<file path="config.mk">
export PLATFORM = sky130hd
export DESIGN_NAME = mult_24bit
export DESIGN_NICKNAME = d
export VERILOG_FILES = /design/src/rtl/mult_pkg.sv /design/src/rtl/mult_step.sv /design/src/rtl/mult_24bit.sv
export SDC_FILE = /design/constraint.sdc
export NUM_CORES = 1
export LEC_CHECK = 0
export ABC_AREA = 1
export CORE_AREA = 3 3 159 161
export DETAILED_ROUTE_END_ITERATION = 10
export DIE_AREA = 0 0 162 164
export SYNTH_ARGS = -nofsm -noshare
export SYNTH_HDL_FRONTEND = slang
export SYNTH_SLANG_ARGS = --single-unit
</file>
<file path="constraint.sdc">
create_clock -name i_clk -period 3.7 [get_ports i_clk]
set_input_delay 0.555 -clock i_clk [delete_from_list [all_inputs] [get_ports i_clk]]
set_output_delay 0.555 -clock i_clk [all_outputs]
set_load 0.01 [all_outputs]
</file>
<file path="src/rtl/mult_pkg.sv">
// Shared constants, state encoding and sizing helper for the
// sequential shift-add multiplier (mult_24bit and mult_step).
package mult_pkg;

  localparam int WIDTH_DEF = 24;

  // Iteration counter must hold the value WIDTH itself.
  function automatic int cnt_w(input int w);
    return $clog2(w + 1);
  endfunction

  localparam int CNT_W = cnt_w(WIDTH_DEF);

  typedef enum logic [1:0] {
    ST_IDLE = 2'd0,
    ST_RUN  = 2'd1,
    ST_DONE = 2'd2
  } state_t;

endpackage

</file>
<file path="src/rtl/mult_step.sv">
// One combinational shift-add iteration of the multiplier.
// Ports:
//   i_acc   - {partial product high, remaining multiplier bits}
//   i_lsb   - current multiplier bit
//   i_mcand - multiplicand
//   o_acc   - accumulator after add and right shift
module mult_step
  import mult_pkg::*;
#(
  parameter int WIDTH = WIDTH_DEF
) (
  input  logic [2*WIDTH-1:0] i_acc,
  input  logic               i_lsb,
  input  logic [WIDTH-1:0]   i_mcand,
  output logic [2*WIDTH-1:0] o_acc
);

  logic [WIDTH:0]   w_sum;
  logic [WIDTH-1:0] w_addend;
  logic             w_unused_bit;

  assign w_addend = i_mcand & {WIDTH{i_lsb}};

  // Carry out of the add becomes the new MSB after the shift.
  assign w_sum = {1'b0, i_acc[2*WIDTH-1:WIDTH]}
               + {1'b0, w_addend};

  assign o_acc = {w_sum, i_acc[WIDTH-1:1]};

  // The consumed multiplier bit arrives separately on i_lsb.
  assign w_unused_bit = i_acc[0];

endmodule

</file>
<file path="src/rtl/mult_24bit.sv">
// Sequential WIDTH x WIDTH -> 2*WIDTH shift-add multiplier,
// fixed latency: Done follows the (WIDTH+1)th edge after accept.
// Ports:
//   i_clk, i_rst (sync, active high)
//   i_start, i_op_a, i_op_b, i_signed - request and operands
//   o_busy, o_done - status; o_result_lo/hi - product halves
// Option: define MULT_SIGNED_EN for two's-complement mode
// selected by i_signed; otherwise i_signed is ignored.
module mult_24bit
  import mult_pkg::*;
#(
  parameter int WIDTH = WIDTH_DEF
) (
  input  logic             i_clk,
  input  logic             i_rst,
  input  logic             i_start,
  input  logic [WIDTH-1:0] i_op_a,
  input  logic [WIDTH-1:0] i_op_b,
  input  logic             i_signed,
  output logic             o_busy,
  output logic             o_done,
  output logic [WIDTH-1:0] o_result_lo,
  output logic [WIDTH-1:0] o_result_hi
);

  localparam int CW = cnt_w(WIDTH);
  localparam logic [CW-1:0] LAST = CW'(WIDTH);

  state_t r_state;
  state_t w_next;

  logic [CW-1:0]      r_cnt;
  logic [WIDTH-1:0]   r_mcand;
  logic [2*WIDTH-1:0] r_acc;
  logic [2*WIDTH-1:0] w_acc_nxt;
  logic [2*WIDTH-1:0] w_prod;
  logic [WIDTH-1:0]   r_res_lo;
  logic [WIDTH-1:0]   r_res_hi;
  logic [WIDTH-1:0]   w_mag_a;
  logic [WIDTH-1:0]   w_mag_b;

  logic w_busy;
  logic w_done;
  logic w_accept;
  logic w_step;
  logic w_finish;

  mult_step #(
    .WIDTH (WIDTH)
  ) u_step (
    .i_acc   (r_acc),
    .i_lsb   (r_acc[0]),
    .i_mcand (r_mcand),
    .o_acc   (w_acc_nxt)
  );

  always_ff @(posedge i_clk) begin
    if (i_rst) r_state <= ST_IDLE;
    else       r_state <= w_next;
  end

  // RUN steps while the counter is below WIDTH; the visit
  // with counter == WIDTH publishes the product.
  always_comb begin
    w_next   = r_state;
    w_busy   = 1'b0;
    w_done   = 1'b0;
    w_accept = 1'b0;
    w_step   = 1'b0;
    w_finish = 1'b0;
    unique case (r_state)
      ST_IDLE: begin
        if (i_start) begin
          w_next   = ST_RUN;
          w_accept = 1'b1;
        end
      end
      ST_RUN: begin
        w_busy = 1'b1;
        if (r_cnt == LAST) begin
          w_next   = ST_DONE;
          w_finish = 1'b1;
        end else begin
          w_step = 1'b1;
        end
      end
      ST_DONE: begin
        w_busy = 1'b1;
        w_done = 1'b1;
        w_next = ST_IDLE;
      end
      default: w_next = ST_IDLE;
    endcase
  end

`ifdef MULT_SIGNED_EN
  logic w_neg_a;
  logic w_neg_b;
  logic r_neg;

  assign w_neg_a = i_signed & i_op_a[WIDTH-1];
  assign w_neg_b = i_signed & i_op_b[WIDTH-1];

  // Magnitude of the most negative value still fits unsigned.
  assign w_mag_a = w_neg_a ? -i_op_a : i_op_a;
  assign w_mag_b = w_neg_b ? -i_op_b : i_op_b;

  assign w_prod = r_neg ? -r_acc : r_acc;

  always_ff @(posedge i_clk) begin
    if (i_rst)         r_neg <= 1'b0;
    else if (w_accept) r_neg <= w_neg_a ^ w_neg_b;
  end
`else
  logic w_unused_signed;

  assign w_unused_signed = i_signed;
  assign w_mag_a = i_op_a;
  assign w_mag_b = i_op_b;
  assign w_prod  = r_acc;
`endif

  // Low half of r_acc doubles as the multiplier register.
  always_ff @(posedge i_clk) begin
    if (i_rst) begin
      r_cnt    <= '0;
      r_mcand  <= '0;
      r_acc    <= '0;
      r_res_lo <= '0;
      r_res_hi <= '0;
    end else begin
      if (w_accept) begin
        r_cnt   <= '0;
        r_mcand <= w_mag_a;
        r_acc   <= {{WIDTH{1'b0}}, w_mag_b};
      end else if (w_step) begin
        r_cnt <= r_cnt + 1'b1;
        r_acc <= w_acc_nxt;
      end
      if (w_finish) begin
        r_res_lo <= w_prod[WIDTH-1:0];
        r_res_hi <= w_prod[2*WIDTH-1:WIDTH];
      end
    end
  end

  assign o_busy      = w_busy;
  assign o_done      = w_done;
  assign o_result_lo = r_res_lo;
  assign o_result_hi = r_res_hi;

endmodule

</file>
# After elaboration in Yosys (flattened, before gate mapping)
# Index checks and enable logic that the tools add are counted.
# word_totals
ramBits,0
romBits,0
in_bits,52
register_bits,127
n_memories,0
latch_bits,0
output_inout_bits,50
# classes
n_lt_le_gt_ge,0
reduce_logical,5
n_div,0
n_mul,0
muxes,13
n_eq_ne,5
shift,0
addsub,2
bitwise_logic,1
# ops
op,count
24-bit 2-to-1 mux,2
24-bit by 24-bit adder with 25-bit output,1
24-bit bitwise AND,1
1-bit 2-to-1 mux,8
"5-bit by 1-bit adder with 5-bit output, second input constant",1
"5-bit equality test, second input constant",1
2-bit 2-to-1 mux,2
"2-bit != test, second input constant",2
2-bit one-hot mux with 2 select lines,1
2-bit OR reduction,2
"2-bit by 1-bit equality test with 1-bit output, second input constant",1
"2-bit equality test, second input constant",1
2-bit logical NOT,1
2-bit AND reduction,1
2-bit nonzero test,1

# Depth between registers and ports, before layout
# Gate-level depths: netlist of run 1.
# depth
word_depth,5
mapped_depth,17

# Hierarchy
# Synthesis of run 1 repeated with hierarchy kept, for this count alone.
# hier_totals
hier_cells,1099
area_unflattened_um2,7070.5
# by_module_without_submodules
mod,cells_each,area_per_inst_um2,seq_area_each_um2,n_inst
mult_24bit,659,4908.5,2542.4,1
mult_step,440,2162.1,0.0,1

# Worst setup path after synthesis of run 1
# No wires, ideal clock.
# synth_path
kind,flip-flop to flip-flop
startpoint,register r_acc[0]
endpoint,register r_acc[43]
arrival_ns,2.040
stages_incl_launch_ff,16
path_slack_ns,1.551
setup_ns,0.109
required_ns,3.591
n_path_buf,2
cell_sequence,dfxtp_1 clkbuf_1 clkbuf_1 nand2_1 inv_1 ha_1 fa_1 nand2_1 nand2_1 and2_1 nand3_1 nand3_1 nand2_1 nand3_1 nand2_1 inv_1
# synth_via
elab_chain_len,2
# synth_lines
element,line,text
start: declaration,mult_24bit.sv:34,logic [2*WIDTH-1:0] r_acc;
start signal: assignment,mult_24bit.sv:135,"r_acc <= {{WIDTH{1'b0}}, w_mag_b};"
start signal: assignment,mult_24bit.sv:138,r_acc <= w_acc_nxt;
24-bit bitwise AND,mult_step.sv:22,assign w_addend = i_mcand & {WIDTH{i_lsb}};
24-bit by 24-bit adder with 25-bit output,mult_step.sv:26,"+ {1'b0, w_addend};"
# Every way passes these cells.
# A chain may end at the register's enable or synchronous reset.

# Worst setup path in the final report of run 1
# layout_path
startpoint,register r_state[1]
endpoint,register r_res_hi[22] (netlist: o_result_hi[22])
# layout_via
elab_chain_len,2
# layout_lines
element,line,text
start: declaration,mult_24bit.sv:29,state_t r_state;
start signal: assignment,mult_24bit.sv:59,else r_state <= w_next;
2-bit by 1-bit equality test with 1-bit output,mult_24bit.sv:71,unique case (r_state)
1-bit 2-to-1 mux,mult_24bit.sv:71,
end signal: assignment,mult_24bit.sv:142,r_res_hi <= w_prod[2*WIDTH-1:WIDTH];
end: declaration,mult_24bit.sv:38,logic [WIDTH-1:0] r_res_hi;
# Every way passes these cells.

==> results.txt, run 1 <==
global-route wire length before repair - 31.91 mm
CTS tree - done
slowest CP cell - nand2_2
Leakage Power - 3.820 nW
crit path max fanout - 50
Root Driver - clkbuf_16
setup total negative slack - 0 ns
Die W - 162 um
Routed WL - 19.48 mm
max frequency - 417.4 MHz
cts hold-fix bufs - 0
DRT Pass-1 Iters - 4
Worst Path Buf+Inv - 2
Setup Buffers After CTS - 0
initial core utilization - 28.61%
CP required - 3.96 ns
H-tree depth - 4
vias in the first global route - 6292
unrepaired setup endpoints after global routing - false
DRC Markers - 0
Slew HR - 29.72%
Die Y - 164 um
Max VDD drop - 0.2956 mV
post-route design area - 0.008655 mm2
Clock Skew - 0.01001 ns
status - complete, no violations
CP top delay family - simple AND/OR/NAND/NOR gates
WHS - 0.4384 ns
largest family of logic cells by synthesized area - simple AND/OR/NAND/NOR gates
initial antenna violation count - 0
Tot GR Track Use - 14.85%
#FFs+latches synth - 127
Crit Path Category - reg2reg
Worst Setup Start Kind - flip-flop
largest net degree at the start of global routing - 99
Yosys top cell area share - 36.87%
Synth Area in Compound Gates - 10.60%
share of cells above drive strength 1 - 7.022%
post-route clock period utilization - 64.76%
EDFF count, synth - 0
Top FF cell, synth - dfxtp_1
final setup fails - 0
async set-reset flop share out of synthesis - 0%
slowest stage delay, CP - 0.74 ns
Site Rows - 57
vias per inst - 4.488
Mapped Cells - 1039
# Max-Cap Violations - 0
Hold Vio Cnt, Final - 0
routed len/inst - 13.45 um
yosys warns - 0
GRT overflow - 0
xor-xnor portion of the synthesized cell area - 1.016%
post-layout minimum cycle time - 2.396 ns
IO Pins - 102
Power, Total - 0.003685 W
Arrival @ worst endpoint - 2.66 ns
synthesized area per cell - 6.638 um2
number of port buffers - 100
fin util - 35.90%
antenna cells - 0
part of the Yosys area used for sequential elements - 36.87%
Area Growth Syn to Fin - 25.49%
Final nets - 1195
final slew viol count - 0
antenna viol nets, final - 0
pin slew with the least headroom to its limit - 1.054 ns
post-synthesis cell type count - 39
Post-CTS Resized - 0
core area - 0.02411 mm2
fill cell count - 2668
Die ar. - 0.02657 mm2
Mapped Nets - 1122
Synth area leader - dfxtp_1
clk_lat worst skew - 0.43 ns
Max clock buf depth - 2
hold crit path type - in2reg
Synth Area in Simple Gates - 34.33%
Num Clock Sinks - 127
Post-Syn Area - 0.006897 mm2
CTS clk-pin slew, worst paths - 0.07 ns
DRT iter0 DRCs - 417
Area after DPL - 0.008069 mm2
DP Wirelength - 13.42 mm
critical-path cell list - inv_1 -> ha_2 -> buf_4 -> nand2_2 -> nand2_1 -> a21oi_1
crit end category - flip-flop
via count - 6503
GPL Wtd Cong - 0.8833
top post-synthesis cells by area - dfxtp_1, nand2_1, nand3_1, inv_1, a21oi_1
Power Density - 425.8 mW/mm2
adder-cell area share of the yosys netlist - 5.733%
TritonCTS buffer count - 17
mux cell area share after synthesis - 0%
[cells in the mapped netlist, types with 7 or more instances]
cell	count
a21oi_1	91
nand3_1	107
nor2_1	65
dfxtp_1	127
o21ai_0	11
buf_2	20
clkbuf_1	17
nand2_1	334
a31oi_1	24
ha_1	30
inv_1	128
nand2_2	10
nor2_2	8
nand4_1	8
buf_4	7
[cells in the final DEF (no fill, tap or decap), types with 2 or more instances in the layout]
master	synthesis	routed
dfxtp_1	127	127
nand4_1	8	8
a31oi_1	24	24
nor3_1	4	4
xnor2_1	3	3
nor2_4	4	4
nor2_2	8	8
nand2_1	334	333
o21ai_1	2	2
buf_4	7	7
and2_1	2	2
clkdlybuf4s50_1	0	99
a21oi_2	2	2
nand2_2	10	11
inv_8	0	2
inv_2	6	6
a21oi_1	91	91
a21o_1	3	3
inv_1	128	128
clkinvlp_4	0	2
nor2_1	65	65
inv_6	0	6
nand3_1	107	107
xor2_1	5	5
clkbuf_16	0	17
o21ai_0	11	11
ha_1	30	29
clkinv_4	0	3
nand3_2	2	2
[sequential cells by signal, summed over array words and instances (netlist names)]
| register | count |
|---|---|
| r_mcand | 24 |
| r_cnt | 5 |
| o_result_lo | 24 |
| o_result_hi | 24 |
| r_acc | 48 |
| r_state | 2 |
[metrics by stage]
stage,setup WS (ns),cells
after floorplan,1.551,1039
after global placement,1.275,1417
after detailed placement,1.240,1417
after CTS,1.240,1449
after global routing,1.072,1449
final,1.304,1449
[final timing paths]
kind / endpoint / startpoint / depth (start not counted) / slack [ns]
max: o_result_hi[22] / r_state[1] / 6 / 1.30
min: r_cnt[2] / i_rst / 4 / 0.44
max reg2reg: o_result_hi[22] / r_state[1] / 6 / 1.30
min reg2reg: o_result_lo[11] / o_result_lo[11] / 2 / 0.46
[metal layers]
metal | global-route usage (%) | share of wire (%) | vias to the layer above
li1 | - | - | 3439
met1 | 19.85 | 50 | 2944
met2 | 24.04 | 45 | 105
met3 | 3.329 | 3.7 | 15
met4 | 4.420 | 1.1 | 0
met5 | 0 | 0 | -
[worst min-delay path, delay by kind of cell]
kind	cells	cell delay, ns
buffers and inverters	1	0.10
and+or+nand+nor	3	0.17
[cell type report]
class,count,area [um2],area share [%]
multi-input combinational,725,3568,41.23
sequential,127,2542,29.38
timing repair buffer,106,1044,12.06
inverter,135,509.2,5.884
tap,324,405.4,4.684
clock inverter,14,146.4,1.691
clock buffer,18,439.2,5.074
[cell families after synthesis]
kind of cell               count (synthesis)
xor gates and xnor gates                   8
AOI/OAI and AO/OA                        135
DFF                                      127
and+or+nand+nor                          551
buffers and inverters                    187
adders and majority gates                 31
[power breakdown]
group          total (W)  internal (W)  switching, W
logic           0.000513      0.000178      0.000335
clock network    0.00167      0.000966      0.000708
registers        0.00150       0.00144     0.0000563
Note: power is estimated with default switching activity, not from simulation.
==> run 2: changes to the inputs <==
==> constraint.sdc (replaced) <==
create_clock -name i_clk -period 2.35 [get_ports i_clk]
set_input_delay 0.3525 -clock i_clk [delete_from_list [all_inputs] [get_ports i_clk]]
set_output_delay 0.3525 -clock i_clk [all_outputs]
set_load 0.01 [all_outputs]
==> results.txt, run 2 (synthesis results as in run 1) <==
status - complete, no violations
vias per inst - 4.503 (+0.33%)
slowest stage delay, CP - 0.39 ns (-0.35 ns)
placed insts - 1458 (+2.9%)
combinational fraction of design power - 14.8% (+0.9 points)
CP required - 2.67 ns (-1.29 ns)
final setup fails - 0 (unchanged)
# Max-Cap Violations - 0 (unchanged)
fin util - 37.32% (+1.4 points)
Die ar. - 0.02657 mm2 (unchanged)
crit path max fanout - 15 (-70%)
post-route design area - 0.008996 mm2 (+3.9%)
Worst Setup Start Kind - flip-flop
IO Pins - 102 (unchanged)
max frequency - 461.5 MHz (+11%)
Flop pwr share - 39.8% (-0.8 points)
most used cell, CP - nand2_1
Most flops, register - r_acc
GRT overflow - 0 (unchanged)
unrepaired setup endpoints after global routing - false
Internal - 0.004224 W (+63%)
post-layout minimum cycle time - 2.167 ns (-0.2292 ns)
share of cells above drive strength 1 - 10.12% (+3.1 points)
antenna cells - 0 (unchanged)
global-route wire length before repair - 32.51 mm (+1.9%)
sw frac - 28.77% (-1.1 points)
NetSw - 0.001706 W (+55%)
FF-to-FF End - r_acc[39]
routed len/inst - 13.35 um (-0.69%)
CTS tree - done
fill cell count - 2633 (-1.3%)
CP top delay family - simple AND/OR/NAND/NOR gates
worst hold path stage count - 5 (+1)
H-tree depth - 4 (unchanged)
most common cell after layout, fill and taps aside - nand2_1
post-route clock period utilization - 92.20% (+27 points)
DRC Markers - 0 (unchanged)
Routed WL - 19.90 mm (+2.1%)
critical-path cell list - buf_4 -> nand2_1 -> inv_1 -> ha_1 -> fa_1 -> nand2_1 -> nand2_1 -> nand4_1 -> nand3_1 -> nand2_1 -> nand2_1 -> nand2_1 -> nand3_1 -> nand2_1 -> inv_1
DRT iter0 DRCs - 442 (+6.0%)
setup total negative slack - 0 ns (unchanged)
crit end category - flip-flop
pin slew with the least headroom to its limit - 0.5894 ns (-0.4648 ns)
Leakage Power - 4.030 nW (+5.5%)
initial antenna violation count - 0 (unchanged)
Setup Buffers After CTS - 0 (unchanged)
via count - 6709 (+3.2%)
Site Rows - 57 (unchanged)
largest net degree at the start of global routing - 99 (unchanged)
Slew HR - 60.71% (+31 points)
Worst R2R Path Depth - 15 (+9)
antenna viol nets, final - 0 (unchanged)
Max VDD drop - 0.4612 mV (+56%)
number of port buffers - 100 (unchanged)
clk_lat worst skew - 0.42 ns (about the same)
DP Wirelength - 14.01 mm (+4.4%)
Hold Vio Cnt, Final - 0 (unchanged)
Hold Path Origin - i_rst
CTS clk-pin slew, worst paths - 0.06 ns (about the same)
hold crit path type - in2reg
Post-Layout Cell Count - 1490 (+2.8%)
clock power share - 45.4% (about the same)
TritonCTS buffer count - 17 (unchanged)
Area after DPL - 0.008402 mm2 (+4.1%)
Post-CTS Resized - 0 (unchanged)
reg-to-reg slack, setup - 0.18 ns (-1.12 ns)
FF-to-FF Start - r_acc[0]
max reg flops - 48 (unchanged)
Die W - 162 um (unchanged)
worst setup margin - 0.1832 ns (-1.121 ns)
Arrival @ worst endpoint - 2.49 ns (-0.17 ns)
Num Clock Sinks - 127 (unchanged)
Worst Path Buf+Inv - 3 (+1)
Hold EP - r_cnt[2]
Die Y - 164 um (unchanged)
cts hold-fix bufs - 0 (unchanged)
Power Density - 659.1 mW/mm2 (+55%)
Tot GR Track Use - 15.05% (+0.20 points)
GPL Wtd Cong - 0.8971 (+1.6%)
Max clock buf depth - 2 (unchanged)
most frequent cells in the layout - nand2_1, inv_1, dfxtp_1
Clock Skew - 0.01478 ns (+0.004769 ns)
pre-CTS WS - 0.2188 ns (-1.021 ns)
vias in the first global route - 6564 (+4.3%)
initial core utilization - 28.61% (unchanged)
Root Driver - clkbuf_16
Final nets - 1236 (+3.4%)
final slew viol count - 0 (unchanged)
DRT Pass-1 Iters - 4 (unchanged)
slowest CP cell - fa_1
core area - 0.02411 mm2 (unchanged)
Crit Path Category - reg2reg
Area Growth Syn to Fin - 30.44%
-- run 2: cell count changes in the layout (fill, tap and decap cells not counted) --
cell | before | now
clkinv_4 | 3 | 2
clkbuf_1 | 0 | 2
bufinv_16 | 1 | 2
buf_4 | 7 | 46
inv_6 | 6 | 5
inv_8 | 2 | 1
buf_12 | 0 | 2
-- run 2: per-stage QoR --
step / power [W] / hold slack [ns]
finish: 0.005930 / 0.4184
global route: 0.006205 / 0.4228
CTS: 0.006002 / 0.4095
detailed placement: 0.003283 / 0.4525
global placement: 0.003274 / 0.4499
floorplan: 0.002979 / 0.4456
-- run 2: per-layer routing --
| metal | up-vias | global-route usage [%] | wire length [um] |
|---|---|---|---|
| met3 | 19 | 2.774 | 686 |
| li1 | 3523 | - | - |
| met1 | 3049 | 20.88 | 10160 |
| met4 | 0 | 4.769 | 291 |
| met2 | 118 | 23.75 | 8762 |
| met5 | - | 0 | 0 |
-- run 2: area by class of cell --
type                    count  area, um2  area share (%)
clock inverters            12      147.6           1.641
multi-input cells         725       3568           39.67
flip-flops and latches    127       2542           28.26
inverters                 135      509.2           5.661
repair buffers            147       1376           15.30
clock buffers              20      446.7           4.965
well taps                 324      405.4           4.506
-- run 2: how the worst max path moves through the flow --
stage                     slack, ns      from   endpoint  cells after the start
final                          0.18  r_acc[0]  r_acc[39]                     15
after global routing           0.02  r_acc[0]  r_acc[29]                     13
after CTS                      0.19  r_acc[0]  r_acc[29]                     13
after detailed placement       0.22  r_acc[0]  r_acc[29]                     13
after global placement         0.21  r_acc[0]  r_acc[29]                     13
after floorplan                0.20  r_acc[0]  r_acc[43]                     15
-- run 2: worst min-delay path: stages --
cell and delay, ns:
buf_4 0.12, nor2_4 0.05, buf_4 0.16, nand2_1 0.07
nor2_1 0.04
-- run 2: power groups by stage --
stage	Sequential (W)	Combinational, W	Clock [W]
5_1_grt	0.00237	0.000991	0.00284
4_1_cts	0.00236	0.000887	0.00276
3_3_place_gp	0.00240	0.000874	0
2_1_floorplan	0.00238	0.000603	0
3_5_place_dp	0.00240	0.000881	0
6_report	0.00236	0.000878	0.00269
==> run 3: changes to the inputs <==
--- a/config.mk
+++ b/config.mk
@@ -9,6 +9,8 @@
 export CORE_AREA = 3 3 159 161
 export DETAILED_ROUTE_END_ITERATION = 10
 export DIE_AREA = 0 0 162 164
+export HOLD_SLACK_MARGIN = 0.03
+export PLACE_DENSITY = 0.58
 export SYNTH_ARGS = -nofsm -noshare
 export SYNTH_HDL_FRONTEND = slang
 export SYNTH_SLANG_ARGS = --single-unit
==> results.txt, run 3 (synthesis results as in run 1) <==
status - complete, no violations
Hold Path Origin - i_rst
Area Growth Syn to Fin - 30.50% (about the same)
Hold EP - r_cnt[2]
clk_lat worst skew - 0.42 ns (about the same)
CP top delay family - simple AND/OR/NAND/NOR gates
max reg flops - 48 (unchanged)
Worst R2R Path Depth - 15 (unchanged)
Leakage Power - 4.026 nW (about the same)
Die ar. - 0.02657 mm2 (unchanged)
initial core utilization - 28.61% (unchanged)
Root Driver - clkbuf_16
crit end category - flip-flop
most common cell after layout, fill and taps aside - nand2_1
via count - 6680 (-0.43%)
Clock Skew - 0.01151 ns (-0.003268 ns)
slowest stage delay, CP - 0.38 ns (about the same)
hold crit path type - in2reg
DRT iter0 DRCs - 391 (-12%)
largest net degree at the start of global routing - 99 (unchanged)
Site Rows - 57 (unchanged)
Max VDD drop - 0.4114 mV (-11%)
number of port buffers - 100 (unchanged)
post-route clock period utilization - 90.14% (-2.1 points)
Die Y - 164 um (unchanged)
slowest CP cell - fa_1
GPL Wtd Cong - 0.9029 (+0.65%)
Most flops, register - r_acc
Hold Vio Cnt, Final - 0 (unchanged)
global-route wire length before repair - 32.82 mm (+0.98%)
max frequency - 472.1 MHz (+2.3%)
pin slew with the least headroom to its limit - 0.5913 ns (+0.001908 ns)
Slew HR - 60.58% (-0.13 points)
routed len/inst - 13.28 um (-0.52%)
Max clock buf depth - 2 (unchanged)
Crit Path Category - reg2reg
Final nets - 1236 (unchanged)
most used cell, CP - nand2_1
# Max-Cap Violations - 0 (unchanged)
post-layout minimum cycle time - 2.118 ns (-0.04854 ns)
core area - 0.02411 mm2 (unchanged)
FF-to-FF End - r_acc[45]
FF-to-FF Start - r_acc[0]
Die W - 162 um (unchanged)
Power Density - 647.1 mW/mm2 (-1.8%)
Post-Layout Cell Count - 1490 (unchanged)
final slew viol count - 0 (unchanged)
DRC Markers - 0 (unchanged)
DP Wirelength - 13.94 mm (-0.51%)
GRT overflow - 0 (unchanged)
antenna viol nets, final - 0 (unchanged)
cts hold-fix bufs - 0 (unchanged)
Post-CTS Resized - 0 (unchanged)
IO Pins - 102 (unchanged)
Arrival @ worst endpoint - 2.44 ns (-0.05 ns)
reg-to-reg slack, setup - 0.23 ns (+0.05 ns)
share of cells above drive strength 1 - 10.21% (+0.086 points)
Tot GR Track Use - 15.26% (+0.21 points)
Setup Buffers After CTS - 0 (unchanged)
cell depth of the worst setup path - 15 (unchanged)
initial antenna violation count - 0 (unchanged)
vias per inst - 4.483 (-0.43%)
antenna cells - 0 (unchanged)
critical-path cell list - buf_12 -> nand2_1 -> inv_1 -> ha_1 -> fa_1 -> nand2_1 -> nand2_1 -> nand3_1 -> nand2_1 -> nand2_1 -> nand3_1 -> nand2_1 -> nand3_1 -> nand2_1 -> inv_1
H-tree depth - 4 (unchanged)
vias in the first global route - 6470 (-1.4%)
Routed WL - 19.79 mm (-0.52%)
worst hold path stage count - 5 (unchanged)
CTS clk-pin slew, worst paths - 0.06 ns (about the same)
DRT Pass-1 Iters - 5 (+1)
unrepaired setup endpoints after global routing - false
placed insts - 1458 (unchanged)
crit path max fanout - 15 (unchanged)
most frequent cells in the layout - nand2_1, inv_1, dfxtp_1
Worst Path Buf+Inv - 3 (unchanged)
CTS tree - done
Worst Setup Start Kind - flip-flop
CP required - 2.68 ns (about the same)
setup total negative slack - 0 ns (unchanged)
final setup fails - 0 (unchanged)
Num Clock Sinks - 127 (unchanged)
TritonCTS buffer count - 17 (unchanged)
==> run 3: cell type report <==
type | instances | area [um2]
Clock buffer | 19 | 442.9
Clock inverter | 13 | 130.1
Fill cell | 2640 | 15110
Inverter | 135 | 509.2
Multi-Input combinational cell | 725 | 3568
Sequential cell | 127 | 2542
Tap cell | 324 | 405.4
Timing Repair Buffer | 147 | 1401
==> run 3: tightest hold or removal path: cells and delay by family <==
family	cells	cell delay, ns
AND/OR/NAND/NOR	3	0.14
buffers and inverters	2	0.27
==> run 3: how the worst max path moves through the flow <==
stage / start / end / slack [ns]
floorplan: r_acc[0] / r_acc[43] / 0.20
global placement: r_acc[0] / r_acc[39] / 0.24
detailed placement: r_acc[0] / r_acc[39] / 0.25
CTS: r_acc[0] / r_acc[39] / 0.21
global route: r_acc[0] / r_acc[46] / 0.03
finish: r_acc[0] / r_acc[45] / 0.23
==> run 3: layer usage <==
metal / GRT usage [%] / wire (um) / vias to the layer above
li1: - / - / 3519
met1: 21.03 / 10010 / 3030
met2: 24.21 / 8816 / 113
met3: 2.724 / 686 / 18
met4: 5.041 / 283 / 0
met5: 0 / 0 / -
==> run 3: stage by stage <==
step / setup slack (ns) / total power, W / utilization, % / cell area, um2 / hold WS [ns]
global placement: 0.2366 / 0.003271 / 34.96 / 8427 / 0.4459
finish: 0.2317 / 0.005824 / 37.34 / 9000 / 0.3981
detailed placement: 0.2485 / 0.003280 / 34.96 / 8427 / 0.4508
floorplan: 0.2010 / 0.002979 / - / 6897 / 0.4456
CTS: 0.2146 / 0.005899 / 37.34 / 9000 / 0.3856
global route: 0.02948 / 0.006106 / 37.34 / 9000 / 0.3991
==> run 3: report_power, final <==
part	internal (W)	switching, W	total [W]	leakage [nW]
Sequential	0.00227	0.0000874	0.00236	1.03
Combinational	0.000332	0.000538	0.000870	2.72
Clock	0.00150	0.00109	0.00260	0.272
